## src/rtl/csa_seq_adder.sv

```systemverilog
// Sequential carry-select adder: one BLOCK-bit slice per clock, both carry
// hypotheses computed per slice and selected by the registered slice carry.
module csa_seq_adder #(
    parameter int WIDTH = 32,
    parameter int BLOCK = 8
) (
    input  logic             clk,
    input  logic             rst,
    input  logic             in_valid,
    output logic             in_ready,
    input  logic [WIDTH-1:0] a,
    input  logic [WIDTH-1:0] b,
    input  logic             cin,
    output logic             out_valid,
    input  logic             out_ready,
    output logic [WIDTH-1:0] sum,
    output logic             cout,
    output logic             ovf
);

    localparam int NBLK = WIDTH / BLOCK;
    localparam int CW   = (NBLK > 1) ? $clog2(NBLK) : 1;
    localparam logic [CW-1:0] LAST_IDX = CW'(NBLK - 1);

    typedef enum logic [1:0] {
        IDLE,
        RUN,
        DONE
    } state_t;

    state_t           state_q, state_d;
    logic [CW-1:0]    idx_q, idx_d;
    logic             carry_q, carry_d;
    logic [WIDTH-1:0] a_q, a_d;
    logic [WIDTH-1:0] b_q, b_d;
    logic [WIDTH-1:0] sum_q, sum_d;
    logic             cout_q, cout_d;
    logic             ovf_q, ovf_d;

    logic [BLOCK-1:0] a_sl, b_sl;
    logic [BLOCK:0]   s0, s1, s_sel;

    // Both carry-in hypotheses for the current slice; the registered carry picks one.
    always_comb begin
        a_sl  = a_q[int'(idx_q) * BLOCK +: BLOCK];
        b_sl  = b_q[int'(idx_q) * BLOCK +: BLOCK];
        s0    = {1'b0, a_sl} + {1'b0, b_sl};
        s1    = {1'b0, a_sl} + {1'b0, b_sl} + {{BLOCK{1'b0}}, 1'b1};
        s_sel = carry_q ? s1 : s0;
    end

    always_comb begin
        state_d = state_q;
        idx_d   = idx_q;
        carry_d = carry_q;
        a_d     = a_q;
        b_d     = b_q;
        sum_d   = sum_q;
        cout_d  = cout_q;
        ovf_d   = ovf_q;
        case (state_q)
            IDLE: begin
                if (in_valid) begin
                    a_d     = a;
                    b_d     = b;
                    carry_d = cin;
                    sum_d   = '0;
                    ovf_d   = 1'b0;
                    idx_d   = '0;
                    state_d = RUN;
                end
            end
            RUN: begin
                sum_d[int'(idx_q) * BLOCK +: BLOCK] = s_sel[BLOCK-1:0];
                carry_d = s_sel[BLOCK];
                idx_d   = idx_q + CW'(1);
                if (idx_q == LAST_IDX) begin
                    cout_d  = s_sel[BLOCK];
                    // Sign of the freshly written top slice decides overflow.
                    ovf_d   = (a_q[WIDTH-1] == b_q[WIDTH-1]) && (sum_d[WIDTH-1] != a_q[WIDTH-1]);
                    state_d = DONE;
                end
            end
            DONE: begin
                if (out_ready) begin
                    state_d = IDLE;
                end
            end
            default: state_d = IDLE;
        endcase
    end

    always_ff @(posedge clk or posedge rst) begin
        if (rst) begin
            state_q <= IDLE;
            idx_q   <= '0;
            carry_q <= 1'b0;
            a_q     <= '0;
            b_q     <= '0;
            sum_q   <= '0;
            cout_q  <= 1'b0;
            ovf_q   <= 1'b0;
        end else begin
            state_q <= state_d;
            idx_q   <= idx_d;
            carry_q <= carry_d;
            a_q     <= a_d;
            b_q     <= b_d;
            sum_q   <= sum_d;
            cout_q  <= cout_d;
            ovf_q   <= ovf_d;
        end
    end

    assign in_ready  = (state_q == IDLE);
    assign out_valid = (state_q == DONE);
    assign sum       = sum_q;
    assign cout      = cout_q;
    assign ovf       = ovf_q;

endmodule

```

## config.mk

```make
export PLATFORM = sky130hd
export DESIGN_NAME = csa_seq_adder
export DESIGN_NICKNAME = d
export VERILOG_FILES = /design/src/rtl/csa_seq_adder.sv
export SDC_FILE = /design/constraint.sdc
export NUM_CORES = 1
export LEC_CHECK = 0
export BUFFER_PORTS_ARGS = -buffer_cell sky130_fd_sc_hd__buf_2
export CORE_ASPECT_RATIO = 0.9
export CORE_MARGIN = 10
export CORE_UTILIZATION = 35
export CTS_BUF_LIST = sky130_fd_sc_hd__clkbuf_8 sky130_fd_sc_hd__clkbuf_16
export CTS_CLUSTER_SIZE = 14
export DETAILED_ROUTE_END_ITERATION = 10
export MAX_ROUTING_LAYER = met4
export PLACE_DENSITY = 0.63
export SKIP_CTS_REPAIR_TIMING = 1
export SYNTH_ARGS = -nofsm -noshare
export SYNTH_HDL_FRONTEND = slang
export SYNTH_SLANG_ARGS = --single-unit
```

## constraint.sdc

```tcl
create_clock -name clk -period 3.6 [get_ports clk]
set_input_delay 0.54 -clock clk [delete_from_list [all_inputs] [get_ports clk]]
set_output_delay 0.54 -clock clk [all_outputs]
set_load 0.005 [all_outputs]
```

Word level (Yosys, flattened, before mapping):

Index checks and enable logic that the tools add are counted.

* mux-type cells: 15
* equality and inequality tests: 8
* shift-type cells: 4
* add/sub/neg operators: 4
* reductions and logical operators: 8

Operators with widths (number)
* $pmux 32 s2: 1
* $shiftx 32x6->8: 2
* $neg 5->33: 1
* $shift 8x33->32 const A: 1
* $shiftx 8x33->32: 1
* $bwmux 32: 1
* $mux 32: 1
* $add 8x8->9: 1
* $add 9x1->9 const B: 1
* $mux 9: 1
* $mux 2: 4
* $pmux 2 s3: 1
* $reduce_and 2->1: 3
* $reduce_and 3->1: 2
* $eq 2x2->1 const B: 2
* $ne 2x2->1 const B: 2
* $pmux 1 s2: 2
* $pmux 2 s2: 1
* $mux 1: 3
* $add 2x1->2 const B: 1
* $eq 2x1->1 const B: 1
* $logic_not 2->1: 1
* $ne 2x1->1 const B: 1
* $reduce_bool 2->1: 1
* other kinds (3): 3

* flip-flop bits (word level): 103
* bits of input ports: 69
* output and inout bits: 36
* logic and storage cells: 47

Logic depth before layout (Yosys ltp):

Gate-level depths: netlist (run 1).

* depth after elaboration: 10
* mapped depth: 11
* mapped depth without buffers: 10

Worst setup path before layout (run 1):

No wires, ideal clock.

* kind: reg-to-reg
* start: reg idx_q[0]
* end: reg ovf_q, in the netlist ovf
* library setup time: 0.069 ns
* clock period less this slack: 3.793 ns
* setup slack: -0.193 ns
* arrival time: 3.724 ns
* cell stages (with the launch flop): 12
* path buffers: 1
* required time: 3.531 ns
* cells stage by stage: dfrtp_1 > buf_1 > mux4_2 > ha_1 > fa_1 > a21o_2 > a21oi_1 > xnor2_1 > nand4_1 > o211a_1 > or4_1 > nand3_1

* longest elaborated chain between the ends: 10
* elaborated cells between the ends (all ways): 16
* those cells by class: add/sub: 3; eq/ne: 3; shift: 4; mux: 4; reduce/logical: 2

RTL lines
* start, declared: line 32 `logic [CW-1:0] idx_q, idx_d;`
* start signal, assigned: line 105 `idx_q <= idx_d;`
* $shiftx 32x6->8 (on tied branches): line 45, 46
* $add 8x8->9: line 47, 48
* $add 9x1->9: line 48 `s1 = {1'b0, a_sl} + {1'b0, b_sl} + {{BLOCK{1'b0}}, 1'b1};`
* $mux 9: line 49 `s_sel = carry_q ? s1 : s0;`
* $shiftx 8x33->32: line 74 `sum_d[int'(idx_q) * BLOCK +: BLOCK] = s_sel[BLOCK-1:0];`
* $bwmux 32: line 74
* $ne 1x1->1: line 80 `ovf_d = (a_q[WIDTH-1] == b_q[WIDTH-1]) && (sum_d[WIDTH-1] != a_q[WIDTH-1]);`
* $logic_and 1x1->1: line 80
* $mux 1: line 77 `if (idx_q == LAST_IDX) begin`
* $pmux 1 s2: line 61 `case (state_q)`
* end signal, assigned: line 111 `ovf_q <= ovf_d;`
* end, declared: line 38 `logic ovf_q, ovf_d;`

Parallel ways exist; a longest one is shown, timed or not. The select of a mux whose other input is x is not followed.
A chain may end at the register's enable or synchronous reset.

Final worst setup path (run 1):

Ends and elaborated chain as after synthesis.

==> results.rst, run 1 <==
.. list-table::
   :header-rows: 1

   * - Metric
     - Value
   * - Clock period minus worst slack
     - 3421 ps
   * - Number of clock buffers inserted by TritonCTS
     - 9
   * - Reported max-cap violation count
     - 0
   * - Worst-case clock skew
     - ~13 ps
   * - WP data arrival
     - 3690 ps
   * - CTS root buffer
     - sky130_fd_sc_hd__clkbuf_16
   * - Actual transition at the worst max-transition pin
     - 632.4 ps
   * - Routed met3 length
     - 679 um
   * - Initial core utilization
     - 35.69%
   * - Number of buffers added on ports
     - between 100 and 150
   * - CORE AREA
     - about 13,000 um^2
   * - CTS HTree Levels
     - 3
   * - Met2 wire len
     - slightly above 5000 um
   * - Final weighted congestion of routability-driven global placement
     - 0.8322
   * - Wire per inst
     - approximately 18 um
   * - Top cells by area in the synthesized netlist
     - sky130_fd_sc_hd__dfrtp_1, sky130_fd_sc_hd__mux2_2, sky130_fd_sc_hd__mux4_2, sky130_fd_sc_hd__ha_1, sky130_fd_sc_hd__o21ai_0
   * - Cell type of the slowest stage on the worst timing path
     - sky130_fd_sc_hd__mux4_2
   * - Wire length after detailed routing
     - approximately 11,000 um
   * - Type of destination of the critical path
     - flip-flop
   * - Tightest slew margin relative to the limit
     - 57.84%
   * - Number of warnings issued by yosys
     - 0
   * - Ports placed on the boundary
     - 105
   * - Share of synthesized area occupied by flip-flops and latches
     - 54.04%
   * - Primary FF master, synth
     - sky130_fd_sc_hd__dfrtp_1
   * - Required time of the worst setup path
     - just under 4000 ps
   * - Clock sink count
     - 103
   * - Final period utilization
     - 95.04%
   * - Post-detailed-route DRC marker count
     - 0
   * - Top routing layer in use
     - met4
   * - TritonCTS clock tree
     - done
   * - Syn nets
     - around 440
   * - Number of global-route vias before repair
     - 3,393
   * - Overall die height
     - roughly 130 um
   * - Critical path launch point type
     - flip-flop
   * - Worst min-delay path class
     - in2async
   * - Via count of the routed design
     - 3,259
   * - Count of nets left with antenna violations after detail routing
     - 0
   * - Number of different library cells in the post-synthesis netlist
     - 40
   * - Cell-by-cell trace of the critical path
     - buf_4 > mux4_2 > ha_1 > a211o_1 > and3_4 > o311ai_4 > nand4_1 > o211a_1 > or4_1 > nand3_1
   * - TritonRoute pass-1 iters
     - 4
   * - Met1 Routed Length
     - 5503 um
   * - Number of cells produced by synthesis
     - 360
   * - Clock edge transition at the registers on the reported setup and hold paths
     - 70 ps
   * - Final Setup Violations
     - 0
   * - Setup TNS
     - 0 ps
   * - Peak per-stage delay on the critical path
     - 550 ps
   * - Synthesized area per cell
     - approximately 13 um^2
   * - Maximum number of pins on one net before global-route repair
     - 104
   * - Maximum fanout count along the critical path
     - 7
   * - Total congestion overflow
     - 0
   * - Final Hold Violating Endpoints
     - 0
   * - Result of the run
     - finished clean
   * - Synth-to-layout area growth
     - 24.19%
   * - Total global routing track utilization
     - 12.69%
   * - Antenna violations before repair
     - 0
   * - Wire length of the first global-routing pass
     - about 18,000 um
   * - HPWL after detailed placement
     - 8911 um
   * - Max Clock Freq
     - a little under 300 MHz
   * - EDFF count, synth
     - 0
   * - Average via count per standard cell
     - 5.014
   * - Die area
     - between 15,000 and 20,000 um^2
   * - Layout Utilization
     - 44.33%
   * - Horizontal die dimension
     - 143.1 um
   * - Final standard cell count with taps included and fillers excluded
     - 650
   * - Number of design-rule violations left by the first detailed-router iteration
     - 152
   * - Clk Latency, worst-skew pair
     - 340 ps
   * - Number of max-slew violations in the final report
     - 0
   * - Hold WS
     - 309.8 ps
   * - Final antenna diode count
     - 0
   * - Mapped Area
     - 4770 um^2
   * - Deepest clock path buffer count
     - 2
   * - Std-Cell Rows
     - 40
   * - Worst r2r path cells
     - 10
   * - # nets final
     - between 500 and 600
   * - Class of the most critical setup path
     - reg2reg
   * - Cells after DPL
     - ~630
   * - Fraction of post-synthesis cell area in the top cell type by area
     - 54.04%
   * - Yosys reg bits
     - a little over 100
   * - Proportion of layout cells with a drive suffix above 1
     - 46.47%
   * - Largest area contributor in the synthesized netlist
     - sky130_fd_sc_hd__dfrtp_1
   * - Async SR Flop Fraction
     - between 90% and 100%
## area by class of cell
| class | count | area [um^2] |
|---|---|---|
| Fill cell | 1238 | 7440 |
| Sequential cell | 103 | 2580 |
| Multi-Input combinational cell | 238 | 2145 |
| Timing Repair Buffer | 120 | 653.1 |
| Clock buffer | 9 | 225.2 |
| Tap cell | 168 | 210.2 |
| Clock inverter | 6 | 85.08 |
| Inverter | 6 | 25.02 |
## registers in the layout, summed over array words and instances, names as in the netlist
name and flops:
ovf 1, idx_q 2, sum 32, b_q 32
carry_q 1, a_q 32, state_q 2, cout 1
## worst max-delay path: cells and delay by family (launching register included)
kind	cells	cell delay, ps
AND/OR/NAND/NOR	4	1020
AO/OA/AOI/OAI	3	850
multiplexers	1	550
flip-flops	1	460
adder cells (fa/ha/maj)	1	290
buffers and inverters	1	190
## cells by family (layout without fill, tap and decap cells)
logic type,Yosys count,after routing,synth area share [%]
mux,81,81,22.88
compound gates,59,59,7.870
fa+ha+maj,14,14,3.830
flops,103,103,54.04
simple gates,72,72,7.686
xor+xnor,12,12,2.204
buf+inv,19,141,1.495
## layout by cell type (no fill, tap or decap), types with 2 or more instances in the layout
master	Yosys	final
sky130_fd_sc_hd__nor2b_1	6	6
sky130_fd_sc_hd__o21bai_1	3	3
sky130_fd_sc_hd__nor4b_1	4	3
sky130_fd_sc_hd__nand4_1	3	3
sky130_fd_sc_hd__and4_1	2	2
sky130_fd_sc_hd__buf_4	0	15
sky130_fd_sc_hd__nor2_1	6	6
sky130_fd_sc_hd__bufinv_16	0	2
sky130_fd_sc_hd__ha_1	13	13
sky130_fd_sc_hd__or4_1	2	2
sky130_fd_sc_hd__buf_2	0	104
sky130_fd_sc_hd__a21oi_1	10	10
sky130_fd_sc_hd__inv_1	6	6
sky130_fd_sc_hd__o21ai_0	28	28
sky130_fd_sc_hd__nor3_1	2	2
sky130_fd_sc_hd__mux2_2	64	64
sky130_fd_sc_hd__nand3_1	4	4
sky130_fd_sc_hd__mux4_2	16	16
sky130_fd_sc_hd__xnor2_1	9	9
sky130_fd_sc_hd__dfrtp_2	0	2
sky130_fd_sc_hd__clkbuf_16	0	9
sky130_fd_sc_hd__dfrtp_1	103	101
sky130_fd_sc_hd__xor2_1	3	3
sky130_fd_sc_hd__nand2b_1	3	3
sky130_fd_sc_hd__a22o_1	8	8
sky130_fd_sc_hd__nand2_1	34	34
## worst paths after layout
| path | from | to | slack [ps] |
|---|---|---|---|
| worst max-delay path | idx_q[0]$_DFFE_PP0P_ | ovf$_DFFE_PP0P_ | 180 |
| worst min-delay path | rst | sum[4]$_DFFE_PP0P_ | 310 |
| worst max register to register | idx_q[0]$_DFFE_PP0P_ | ovf$_DFFE_PP0P_ | 180 |
| worst min register to register | sum[12]$_DFFE_PP0P_ | sum[12]$_DFFE_PP0P_ | 480 |
| max in group asynchronous | rst | b_q[5]$_DFFE_PP0P_ | 2860 |
| min in group clk | out_ready | state_q[1]$_DFFE_PP0P_ | 390 |
## cells in the mapped netlist (2+ instances only)
cell type                  instances
sky130_fd_sc_hd__dfrtp_1         103
sky130_fd_sc_hd__mux2_2           64
sky130_fd_sc_hd__nand2_1          34
sky130_fd_sc_hd__o21ai_0          28
sky130_fd_sc_hd__mux4_2           16
sky130_fd_sc_hd__ha_1             13
sky130_fd_sc_hd__clkbuf_1         11
sky130_fd_sc_hd__a21oi_1          10
sky130_fd_sc_hd__xnor2_1           9
sky130_fd_sc_hd__a22o_1            8
sky130_fd_sc_hd__inv_1             6
sky130_fd_sc_hd__nor2_1            6
sky130_fd_sc_hd__nor2b_1           6
sky130_fd_sc_hd__nand3_1           4
sky130_fd_sc_hd__nor4b_1           4
sky130_fd_sc_hd__nand2b_1          3
sky130_fd_sc_hd__nand4_1           3
sky130_fd_sc_hd__o21bai_1          3
sky130_fd_sc_hd__xor2_1            3
sky130_fd_sc_hd__and2_1            2
sky130_fd_sc_hd__and4_1            2
sky130_fd_sc_hd__buf_1             2
sky130_fd_sc_hd__nor3_1            2
sky130_fd_sc_hd__or4_1             2
## metrics by stage
stage / setup slack (ps) / cell area (um^2)
floorplan: 83.04 / 4771
global placement: 46.17 / 5565
detailed placement: -12.93 / 5565
CTS: -37.11 / 5876
global route: -0.1981 / 5923
finish: 178.5 / 5923
## layer usage
| layer | vias to the layer above | global-route usage, % |
|---|---|---|
| li1 | 1555 | - |
| met1 | 1604 | 16.76 |
| met2 | 90 | 18.71 |
| met3 | 10 | 3.788 |
| met4 | 0 | 3.333 |
| met5 | - | - |
Power of run 1 is left out: the tool's default activity adds up to more than one toggle a clock period on the data nets, which glitch-free logic cannot reach.
==> run 2: changes to the inputs <==
- CORE_ASPECT_RATIO: 0.9 -> default
==> run 2 against run 1 <==
Effect of this change: clock skew fell by 1.5 ps; routed wire length rose by 1.4%; sequential cell count unchanged; die area hardly changed; design area is 0.93% higher; non-clock buffer count increased by 2; register-to-register slack hardly changed; hold slack got worse by 65 ps; largest cell class unchanged; clock-buffer cell count did not move.
==> results.rst, run 2 (synthesis results as in run 1) <==
.. list-table::
   :header-rows: 1

   * - Metric
     - Value
   * - Final period utilization
     - between 90% and 100%
   * - Wire length of the first global-routing pass
     - around 19,000 um
   * - Horizontal die dimension
     - roughly 140 um
   * - Reported max-cap violation count
     - 0
   * - Final Setup Violations
     - 0
   * - Critical path launch point type
     - flip-flop
   * - Setup TNS
     - 0 ps
   * - Type of destination of the critical path
     - flip-flop
   * - Count of nets left with antenna violations after detail routing
     - 0
   * - Overall die height
     - 136.7 um
   * - Worst-case clock skew
     - 11.22 ps
   * - Total leakage power
     - 2.776 nW
   * - Total global routing track utilization
     - 13.15%
   * - CTS root buffer
     - sky130_fd_sc_hd__clkbuf_16
   * - Most frequent cells in the layout
     - sky130_fd_sc_hd__buf_2, sky130_fd_sc_hd__dfrtp_1, sky130_fd_sc_hd__mux2_2
   * - Actual transition at the worst max-transition pin
     - 715.4 ps
   * - Cell-by-cell trace of the critical path
     - buf_12 > mux4_2 > ha_1 > fa_1 > a21o_2 > a21oi_2 > o21a_1 > xnor2_1 > o211a_1 > or4_1 > nand3_1
   * - CTS HTree Levels
     - 3
   * - Setup slack of the most critical reg-to-reg path
     - around 180 ps
   * - Final Hold Violating Endpoints
     - 0
   * - Fill cell instance count of the final layout
     - 1,206
   * - Peak per-stage delay on the critical path
     - 520 ps
   * - Number of global-route vias before repair
     - ~3,600
   * - Start of the worst register-to-register path
     - idx_q[0]$_DFFE_PP0P_
   * - Initial core utilization
     - between 30 and 40%
   * - Number of buffers added on ports
     - 104
   * - Clock period minus worst slack
     - 3417 ps
   * - TritonRoute pass-1 iters
     - 4
   * - Ports placed on the boundary
     - 105
   * - Synth-to-layout area growth
     - 25.34%
   * - Clock sink count
     - 103
   * - Number of design-rule violations left by the first detailed-router iteration
     - 160
   * - Cell type of the slowest stage on the worst timing path
     - sky130_fd_sc_hd__mux4_2
   * - Worst r2r path cells
     - 11
   * - Deepest clock path buffer count
     - 2
   * - Storage cell area
     - approximately 2600 um^2
   * - Clock edge transition at the registers on the reported setup and hold paths
     - ~70 ps
   * - PD cells
     - 1236 nW/um^2
   * - Wire length after detailed routing
     - 11,630 um
   * - Layout Utilization
     - 44.97%
   * - # nets final
     - 563
   * - Leading cell type in the layout, fill and taps excluded
     - sky130_fd_sc_hd__buf_2
   * - Std-Cell Rows
     - 42
   * - TritonCTS clock tree
     - done
   * - Worst IR Drop VDD
     - 0.7070 mV
   * - Required time of the worst setup path
     - 3890 ps
   * - Proportion of layout cells with a drive suffix above 1
     - 46.60%
   * - Total congestion overflow
     - 0
   * - Clk Latency, worst-skew pair
     - 350 ps
   * - Die area
     - 18,700 um^2
   * - Maximum fanout count along the critical path
     - 13
   * - Setup slack after placement
     - 103.2 ps
   * - Worst min-delay path class
     - in2async
   * - WP data arrival
     - roughly 3700 ps
   * - Maximum number of pins on one net before global-route repair
     - 44
   * - Tightest slew margin relative to the limit
     - 52.30%
   * - Max Clock Freq
     - between 200 and 300 MHz
   * - Post-detailed-route DRC marker count
     - 0
   * - Wire per inst
     - 17.60 um
   * - Number of max-slew violations in the final report
     - 0
   * - Via count of the routed design
     - around 3,300
   * - Final weighted congestion of routability-driven global placement
     - around 0.83
   * - Footprint of the multi-input gates
     - 2132 um^2
   * - Class of the most critical setup path
     - reg2reg
   * - Result of the run
     - finished clean
   * - Antenna violations before repair
     - 0
   * - RSZ-0062 raised after global routing
     - false
   * - Average via count per standard cell
     - 4.979
   * - Terminus of the critical flop-to-flop path
     - ovf$_DFFE_PP0P_
   * - Setup WS post-layout
     - about 180 ps
   * - HPWL after detailed placement
     - 9078 um
   * - Number of clock buffers inserted by TritonCTS
     - 9
   * - CORE AREA
     - 13,300 um^2
   * - Final antenna diode count
     - 0
## run 2: cell types whose count changed in the layout (fill, tap and decap cells not counted), sizes merged
cell,before,now
clkinvlp,1,0
buf,120,122
bufinv,2,3
clkinv,1,2
## run 2: per-stage QoR
step	cell area, um^2	power (mW)	hold slack (ps)	cells
floorplan	4771	4.927	470.1	360
global placement	5568	6.105	457.0	639
detailed placement	5568	6.212	469.0	639
CTS	5911	7.342	256.6	655
global route	5978	8.007	285.5	661
finish	5978	7.387	245.1	661
## run 2: power by group
part,internal (mW),switching [mW]
sequential,1.70,0.326
clock,0.682,0.434
combinational,1.98,2.27
## run 2: per-layer routing
| metal | wire length [um] | global-route usage [%] | share of wire [%] |
|---|---|---|---|
| met3 | 689 | 3.556 | 5.9 |
| met2 | 5625 | 20.85 | 48 |
| met1 | 5183 | 16.18 | 45 |
| met5 | 0 | - | 0 |
| met4 | 133 | 3.728 | 1.1 |
## run 2: critical path, delay by kind of cell (launching register included)
family | cells | cell delay, ps
AO/OA/AOI/OAI | 4 | 860
adder cells (fa/ha/maj) | 2 | 650
AND/OR/NAND/NOR | 2 | 600
multiplexers | 1 | 520
flip-flops | 1 | 390
buffers and inverters | 1 | 170
XOR/XNOR | 1 | 150
## run 2: cell type report
cell class	instances	share of cell area, %
flip-flops and latches	103	43.11
well taps	176	3.684
multi-input cells	238	35.66
repair buffers	122	11.39
clock buffers	9	3.767
inverters	6	0.4186
clock inverters	7	1.967
## run 2: worst max-delay path by stage
| stage | slack [ps] | end | depth (start not counted) | start |
|---|---|---|---|---|
| after global placement | 160 | ovf$_DFFE_PP0P_ | 11 | idx_q[0]$_DFFE_PP0P_ |
| after detailed placement | 100 | ovf$_DFFE_PP0P_ | 11 | idx_q[0]$_DFFE_PP0P_ |
| after global routing | 20 | sum[23]$_DFFE_PP0P_ | 10 | idx_q[1]$_DFFE_PP0P_ |
| after CTS | 90 | ovf$_DFFE_PP0P_ | 11 | idx_q[0]$_DFFE_PP0P_ |
| final | 180 | ovf$_DFFE_PP0P_ | 11 | idx_q[0]$_DFFE_PP0P_ |
| after floorplan | 80 | ovf$_DFFE_PP0P_ | 11 | idx_q[0]$_DFFE_PP0P_ |
Note: power is estimated with default switching activity, not from simulation.
